File: config.mk
export PLATFORM = sky130hd
export DESIGN_NAME = gshare_index_unit
export DESIGN_NICKNAME = d
export VERILOG_FILES = /design/src/rtl/gshare_index_unit.sv
export SDC_FILE = /design/constraint.sdc
export NUM_CORES = 1
export LEC_CHECK = 0
export BUFFER_PORTS_ARGS = -buffer_cell sky130_fd_sc_hd__buf_4
export CAP_MARGIN = 40
export CORE_MARGIN = 1
export CORE_UTILIZATION = 56
export CTS_BUF_LIST = sky130_fd_sc_hd__clkbuf_8
export DETAILED_ROUTE_END_ITERATION = 8
export PLACE_DENSITY_LB_ADDON = 0.15
export SYNTH_ARGS = -nofsm -noshare
export SYNTH_HDL_FRONTEND = slang
export SYNTH_SLANG_ARGS = --single-unit
File: constraint.sdc
create_clock -name clk -period 5 [get_ports clk]
set_input_delay 0.25 -clock clk [delete_from_list [all_inputs] [get_ports clk]]
set_output_delay 0.25 -clock clk [all_outputs]
set_load 0.02 [all_outputs]
File: src/rtl/gshare_index_unit.sv
// gshare_index_unit: builds the gshare index (PC bits XOR speculative GHR)
// for a 256-entry pattern history table. It shares the table's single
// address port between lookups and resolution updates, and keeps an
// in-order queue of in-flight branches so the GHR can be repaired.
module gshare_index_unit #(
  parameter int PC_W   = 32,
  parameter int PC_LSB = 2,
  parameter int DEPTH  = 4
) (
  input  logic                       clk,
  input  logic                       reset,
  input  logic                       req_valid,
  input  logic [PC_W-1:0]            req_pc,
  output logic                       req_ready,
  output logic                       pred_valid,
  output logic                       pred_taken,
  input  logic                       res_valid,
  input  logic                       res_taken,
  output logic                       mispredict,
  output logic [7:0]                 pht_addr,
  output logic                       pht_request,
  output logic                       pht_result,
  output logic                       pht_taken,
  input  logic                       pht_prediction,
  output logic [$clog2(DEPTH):0]     inflight
);
  localparam int PW = $clog2(DEPTH);
  localparam int CW = PW + 1;

  typedef struct packed {
    logic [7:0] idx;
    logic [7:0] ghr;
    logic       pred;
  } ent_t;

  ent_t          q_mem [DEPTH];
  logic [7:0]    ghr_q, ghr_d;
  logic [PW-1:0] head_q, head_d, tail_q, tail_d;
  logic [CW-1:0] cnt_q, cnt_d;
  logic          pv_q, pt_q, mis_q;

  logic [7:0] lookup_idx;
  logic       not_empty, not_full, upd, lk, mis_now;
  ent_t       head;

  assign lookup_idx = req_pc[PC_LSB+7:PC_LSB] ^ ghr_q;
  assign not_empty  = (cnt_q != '0);
  assign not_full   = (cnt_q != CW'(DEPTH));
  assign head       = q_mem[head_q];
  // Resolution owns the port whenever there is something to resolve.
  assign upd        = !reset && res_valid && not_empty;
  assign lk         = !reset && req_valid && not_full && !upd;
  assign mis_now    = upd && (res_taken != head.pred);

  assign req_ready   = !reset && not_full && !upd;
  assign pht_request = lk;
  assign pht_result  = upd;
  assign pht_taken   = res_taken;
  assign pred_valid  = pv_q;
  assign pred_taken  = pt_q;
  assign mispredict  = mis_q;
  assign inflight    = cnt_q;

  // Table address: head's stored index on updates, the fresh hash otherwise.
  always_comb begin
    pht_addr = lookup_idx;
    if (reset)    pht_addr = '0;
    else if (upd) pht_addr = head.idx;
  end

  // Next-state for GHR and queue pointers; at most one push or pop per cycle.
  always_comb begin
    ghr_d  = ghr_q;
    head_d = head_q;
    tail_d = tail_q;
    cnt_d  = cnt_q;
    if (lk) begin
      ghr_d  = {ghr_q[6:0], pht_prediction};
      tail_d = tail_q + PW'(1);
      cnt_d  = cnt_q + CW'(1);
    end else if (upd) begin
      if (mis_now) begin
        // Rewind history to the mispredicted branch and drop everything younger.
        ghr_d  = {head.ghr[6:0], res_taken};
        head_d = '0;
        tail_d = '0;
        cnt_d  = '0;
      end else begin
        head_d = head_q + PW'(1);
        cnt_d  = cnt_q - CW'(1);
      end
    end
  end

  // Queue payload storage; contents are don't-care while the entry is empty.
  always_ff @(posedge clk) begin
    if (lk) q_mem[tail_q] <= '{idx: lookup_idx, ghr: ghr_q, pred: pht_prediction};
  end

  // Control state and registered outputs.
  always_ff @(posedge clk) begin
    if (reset) begin
      ghr_q  <= '0;
      head_q <= '0;
      tail_q <= '0;
      cnt_q  <= '0;
      pv_q   <= 1'b0;
      pt_q   <= 1'b0;
      mis_q  <= 1'b0;
    end else begin
      ghr_q  <= ghr_d;
      head_q <= head_d;
      tail_q <= tail_d;
      cnt_q  <= cnt_d;
      pv_q   <= lk;
      if (lk) pt_q <= pht_prediction;
      mis_q  <= mis_now;
    end
  end
endmodule

# After elaboration in Yosys (flattened, before gate mapping)
# Memories as Yosys holds them, arrays and structs flattened. A register that Yosys moved wholly into a read port is not among the register bits.
# Cells that the tools add are included.
[word_totals]
output_inout_bits = 18
mem_count = 1
regBits = 18
in_bits = 38
latchBits = 0
rom_bits = 0
mem_bits_rw = 68
word_cells = 47
[op_classes]
n_bitwise = 2
order_cmp = 0
n_mul = 0
div = 0
eq_ne = 2
n_shift = 0
n_mux = 16
n_reduce_logical = 15
n_addsub = 4
[mem_list]
columns = ["name", "words", "width", "read_ports", "rd_clocked_by_memory_dff", "wr", "line", "text"]
rows = [
  ["q_mem", 4, 17, 1, 1, 1, "36", "ent_t q_mem [DEPTH];"],
]
[op_table]
columns = ["cell", "n"]
rows = [
  ["$mux 8", 5],
  ["$mux 2", 6],
  ["$mux 3", 3],
  ["$logic_and 1x1->1", 8],
  ["$xor 8x8->8", 1],
  ["$add 2x1->2 const B", 2],
  ["$reduce_and 2->1", 2],
  ["$reduce_bool 2->1", 2],
  ["$add 3x1->3 const B", 1],
  ["$ne 3x3->1 const B", 1],
  ["$reduce_bool 3->1", 1],
  ["$sub 3x1->3 const B", 1],
  ["$logic_not 1->1", 2],
  ["$mux 1", 2],
  ["$ne 1x1->1", 1],
  ["$not 1->1", 1],
]

# Longest topological paths before layout
[depth]
depth_word = 9
depth_mapped = 8
depth_no_buf = 7

# Worst setup path after synthesis
# OpenSTA, ideal clock, no wires.
[synth_timing]
path_type = "register -> register"
from = "register cnt_q[0] (netlist: inflight[0])"
to = "memory q_mem[0][0] in the netlist's numbering (enable)"
slack_ns = 2.497
arrival_time_ns = 2.130
required_time_ns = 4.626
setup_ns = 0.374
period_less_slack_ns = 2.503
path_stages_with_launch = 8
path_buffers = 1
cell_sequence = "dfxtp_1 > inv_1 > ha_1 > mux2i_1 > nand3b_1 > inv_1 > clkbuf_1 > and2_1"
[synth_via]
elab_chain_len = 6
word_cells_on_any_way = 8
classes_between = "eq/ne: 1; mux: 2; reduce/logical: 5"
[synth_lines]
columns = ["element", "line", "text"]
rows = [
  ["start, declared", "39", "logic [CW-1:0] cnt_q, cnt_d;"],
  ["start signal, assigned", "114", "cnt_q <= cnt_d;"],
  ["$reduce_bool 3->1", "47", "assign not_empty = (cnt_q != '0);"],
  ["$logic_and 1x1->1", "51", "assign upd = !reset && res_valid && not_empty;"],
  ["$logic_not 1->1", "52", "assign lk = !reset && req_valid && not_full && !upd;"],
  ["$logic_and 1x1->1 (*)", "52", ""],
  ["named net pht_request", "21", "output logic pht_request,"],
  ["$mux 1 (*)", "97", "if (lk) q_mem[tail_q] <= '{idx: lookup_idx, ghr: ghr_q, pred: pht_prediction};"],
  ["$mux 1 (not written as such) (*)", "97", ""],
  ["end, declared", "36", ""],
]
# The timed path passes the listed nets; every way through them passes the cells marked *.

# Worst setup path in the final report
[layout_timing]
from = "register cnt_q[0] (netlist: inflight[0])"
to = "output port pht_addr[5]"
[layout_via]
elab_chain_len = 4
[layout_lines]
columns = ["element", "line", "text"]
rows = [
  ["$reduce_bool 3->1", "47", ""],
  ["$logic_and 1x1->1", "51", ""],
  ["$mux 8", "68", "else if (upd) pht_addr = head.idx;"],
  ["$mux 8", "67", "if (reset) pht_addr = '0;"],
  ["end, declared", "20", "output logic [7:0] pht_addr,"],
]
# No other way between the ends.

==> summary.log <==
[status] result of the run finished clean
[hold_path] min-delay worst type in -> reg
[sta] RSZ-0062 raised after global routing no
[yosys] async set or reset register ratio after synthesis 0%
[power] fraction of power consumed by combinational cells 13.3%
[floorplanning] DIE AREA 6590 um2
[power] sw frac 23.5%
[sta] highest attainable clock frequency 0.333 GHz
[clocking] clock-pin transition on the worst setup and hold timing paths 80 ps
[finish] area growth from synthesis to layout 17.3%
[floorplanning] standard cell core area 5990 um2
[setup_path] CP Data Arrival Time 2750 ps
[yosys] top post-synthesis cells by area edfxtp_1, dfxtp_1, mux4_2
[finish] Non-Filler Instances 338
[sta] final worst path period share 60.1%
[power] internal power of the cells 0.00125 W
[setup_path] critical path type reg -> out
[clocking] CTS HTree Levels 3
[yosys] most common cell in the synthesized netlist edfxtp_1
[finish] fraction of final layout cells with drive strength greater than 1 25.9%
[yosys] Commonest cells post-synth edfxtp_1, dfxtp_1, mux4_2, inv_1, nand2b_1
[clocking] TritonCTS sink count 84
[drt] detailed router's first-iteration violation count 117
[yosys] share of Yosys cell area claimed by the top area cell type 54.8%
[power] part of the total power dissipated in the clock network 36.4%
[power] total leakage power 1.46 nW
[floorplanning] Die Y-Extent 81.2 um
[yosys] register bit count reported by yosys 84
[power] switching power 0.000386 W
[clocking] post_cts resized 0
[sta] count of final setup violators 0
[drt] final wirelength 6400 um
[sta] headroom to the max-slew limit 46.1%
[power] total power divided by cell area 398 nW/um2
[yosys] area of the mapped netlist 3510 um2
[drt] vias per inst 5.83
[finish] number of filler instances in the final layout 404
[clocking] cell at the root of the clock tree clkbuf_8
[yosys] synthesis warning total 0
[setup_path] Critical path buffers and inverters 3
[clocking] number of buffers added to fix hold violations after cts 0
[yosys] Post-synth EDFFs 64
[finish] area occupied by multi-input gates 1090 um2
[setup_path] sort of element at the end of the critical path output pin
[floorplanning] # IOs 56
[clocking] post-CTS repair timing setup buffer count 0
[sta] Setup Total Neg Slack 0 ps
[clocking] clock latency on the worst-skew pair 350 ps
[drt] count of vias placed by the detailed router 1,970
[grt] number of global-route vias before repair 1,885
[drt] count of TritonRoute iterations in the first routing pass 4
[yosys] Synth Area per Inst 15.9 um2
[grt] largest net degree at the start of global routing 24
[floorplanning] Die X-Extent 81.2 um
[drt] number of nets still failing antenna checks after routing 0
[clocking] clk buf depth 2
[power] Tot Pwr 0.00164 W
[setup_path] CP top delay family buffers and inverters
[place] buffers added on ports 31
[grt] remaining global-route overflow 0
[setup_path] delay contributed by the slowest stage of the critical path 690 ps
[finish] antenna diode count 0
[yosys] share of synthesized area occupied by flip-flops and latches 66.2%
[floorplanning] initial core utilization 58.6%
[sta] Hold Vio Cnt, Final 0
[grt] global-route wire length before repair 10,100 um
[power] worst IR drop on VDD 205 uV
[setup_path] crit path max-delay cell type clkinv_1
[sta] Final Max Slew Viols 0
[drt] wire per inst 18.9 um
[yosys] Yosys top cell by area edfxtp_1
[floorplanning] number of placement rows 28
[sta] min Tclk post-route 3000 ps
[setup_path] kind of start point of the critical path register
[yosys] number of unique standard cell types used by synthesis 36
[sta] slew at the pin with the worst max-slew slack 807 ps
[run] number of maximum-capacitance violations 0
[yosys] most common flop cell mapped by yosys edfxtp_1
[clocking] total clock buffers created by CTS 9
[clocking] TritonCTS clock tree yes
[finish] Final #Nets 303
[finish] Register Area 2320 um2
[yosys] Syn Nets 266
[setup_path] sequence of cells on the critical path inv_1 > ha_1 > nand2b_1 > nand3b_1 > clkinv_1 > a22o_1 > buf_4
[grt] total routing usage reported by global routing 21.8%
[place] Cells after DPL 322
[place] HPWL after detailed placement 4000 um
[sta] final clock skew 10.1 ps
[yosys] post-synthesis cell count 221
[power] part of the total power dissipated in sequential elements 50.3%
[setup_path] CP required 4750 ps
[place] RD Place Congestion 0.686
[setup_path] CP max FO 19
[grt] number of antenna violations at the first check in global routing 0
[drt] final routed DRC violation total 0
[registers in the layout, summed over array words and instances, names as in the netlist, named ones only]
register / flops
q_mem: 64
ghr_q: 8
inflight: 3
head_q: 2
tail_q: 2
mispredict: 1
pred_taken: 1
pred_valid: 1
[cell type report]
type / instances / area share (%)
repair buffers: 37 / 7.48
flip-flops and latches: 84 / 56.4
inverters: 12 / 1.09
clock buffers: 11 / 3.68
well taps: 75 / 2.28
multi-input cells: 114 / 26.4
clock inverters: 5 / 2.59
[power by group through the flow]
stage	clock network [W]	logic [W]	registers [W]
floorplan	0	0.000139	0.000837
global placement	0	0.000209	0.000838
detailed placement	0	0.000220	0.000840
CTS	0.000606	0.000220	0.000825
global route	0.000631	0.000239	0.000829
finish	0.000596	0.000218	0.000825
[layout by cell type (no fill, tap or decap), drive strengths merged, types with 4 or more instances in the layout]
| cell | netlist | final |
|---|---|---|
| a32oi | 6 | 6 |
| ha | 7 | 7 |
| and2 | 4 | 4 |
| a21oi | 6 | 6 |
| dfxtp | 20 | 20 |
| mux4 | 16 | 16 |
| o21ai | 10 | 10 |
| nor2 | 7 | 7 |
| nand2b | 10 | 10 |
| buf | 3 | 37 |
| a22o | 8 | 8 |
| edfxtp | 64 | 64 |
| inv | 11 | 12 |
| a311oi | 4 | 4 |
| nand2 | 7 | 7 |
| xor2 | 10 | 10 |
| clkbuf | 8 | 11 |
[stage by stage]
| step | util, % | setup slack [ps] | hold slack, ps | cell area, um2 |
|---|---|---|---|---|
| 5_1_grt | 68.7 | 1790 | 124 | 4110 |
| 3_5_place_dp | 64.4 | 2290 | 472 | 3860 |
| 2_1_floorplan | - | 2500 | 349 | 3510 |
| 4_1_cts | 68.7 | 2000 | 126 | 4110 |
| 3_3_place_gp | 63.2 | 2060 | 447 | 3790 |
| 6_report | 68.7 | 2000 | 133 | 4110 |
[layer usage]
metal  part of all wire, %  track usage [%]  vias to the layer above
li1                      -                -                      934
met1                    45             29.6                      979
met2                    50             35.0                       46
met3                   3.0             3.71                       11
met4                   1.7             9.11                        0
met5                     0                0                        -
[logic make-up after synthesis]
logic type	count (synthesis)	synth area share, %
XOR/XNOR	11	3.17
adder cells (fa/ha/maj)	7	2.50
AO/OA/AOI/OAI	45	9.27
AND/OR/NAND/NOR	34	5.06
buffers and inverters	23	2.82
flip-flops	84	66.2
multiplexers	17	11.0
[worst reg2reg max path, stage by stage (launching register included)]
cell,delay [ps]
dfxtp_1,380
inv_1,90
ha_1,250
mux2i_1,190
nand3b_1,360
inv_1,510
and2_1,430
buf_8,210
[worst paths after layout]
check                               endpoint  cells past startpoint  slack [ps]           start
worst max-delay path             pht_addr[5]                      7        2000     inflight[0]
worst min-delay path             q_mem[0][0]                      1         130  pht_prediction
worst max register to register  q_mem[0][15]                      7        2290     inflight[0]
worst min register to register    pred_taken                      2         480      pred_taken
Power figures use the tool's default switching activity.
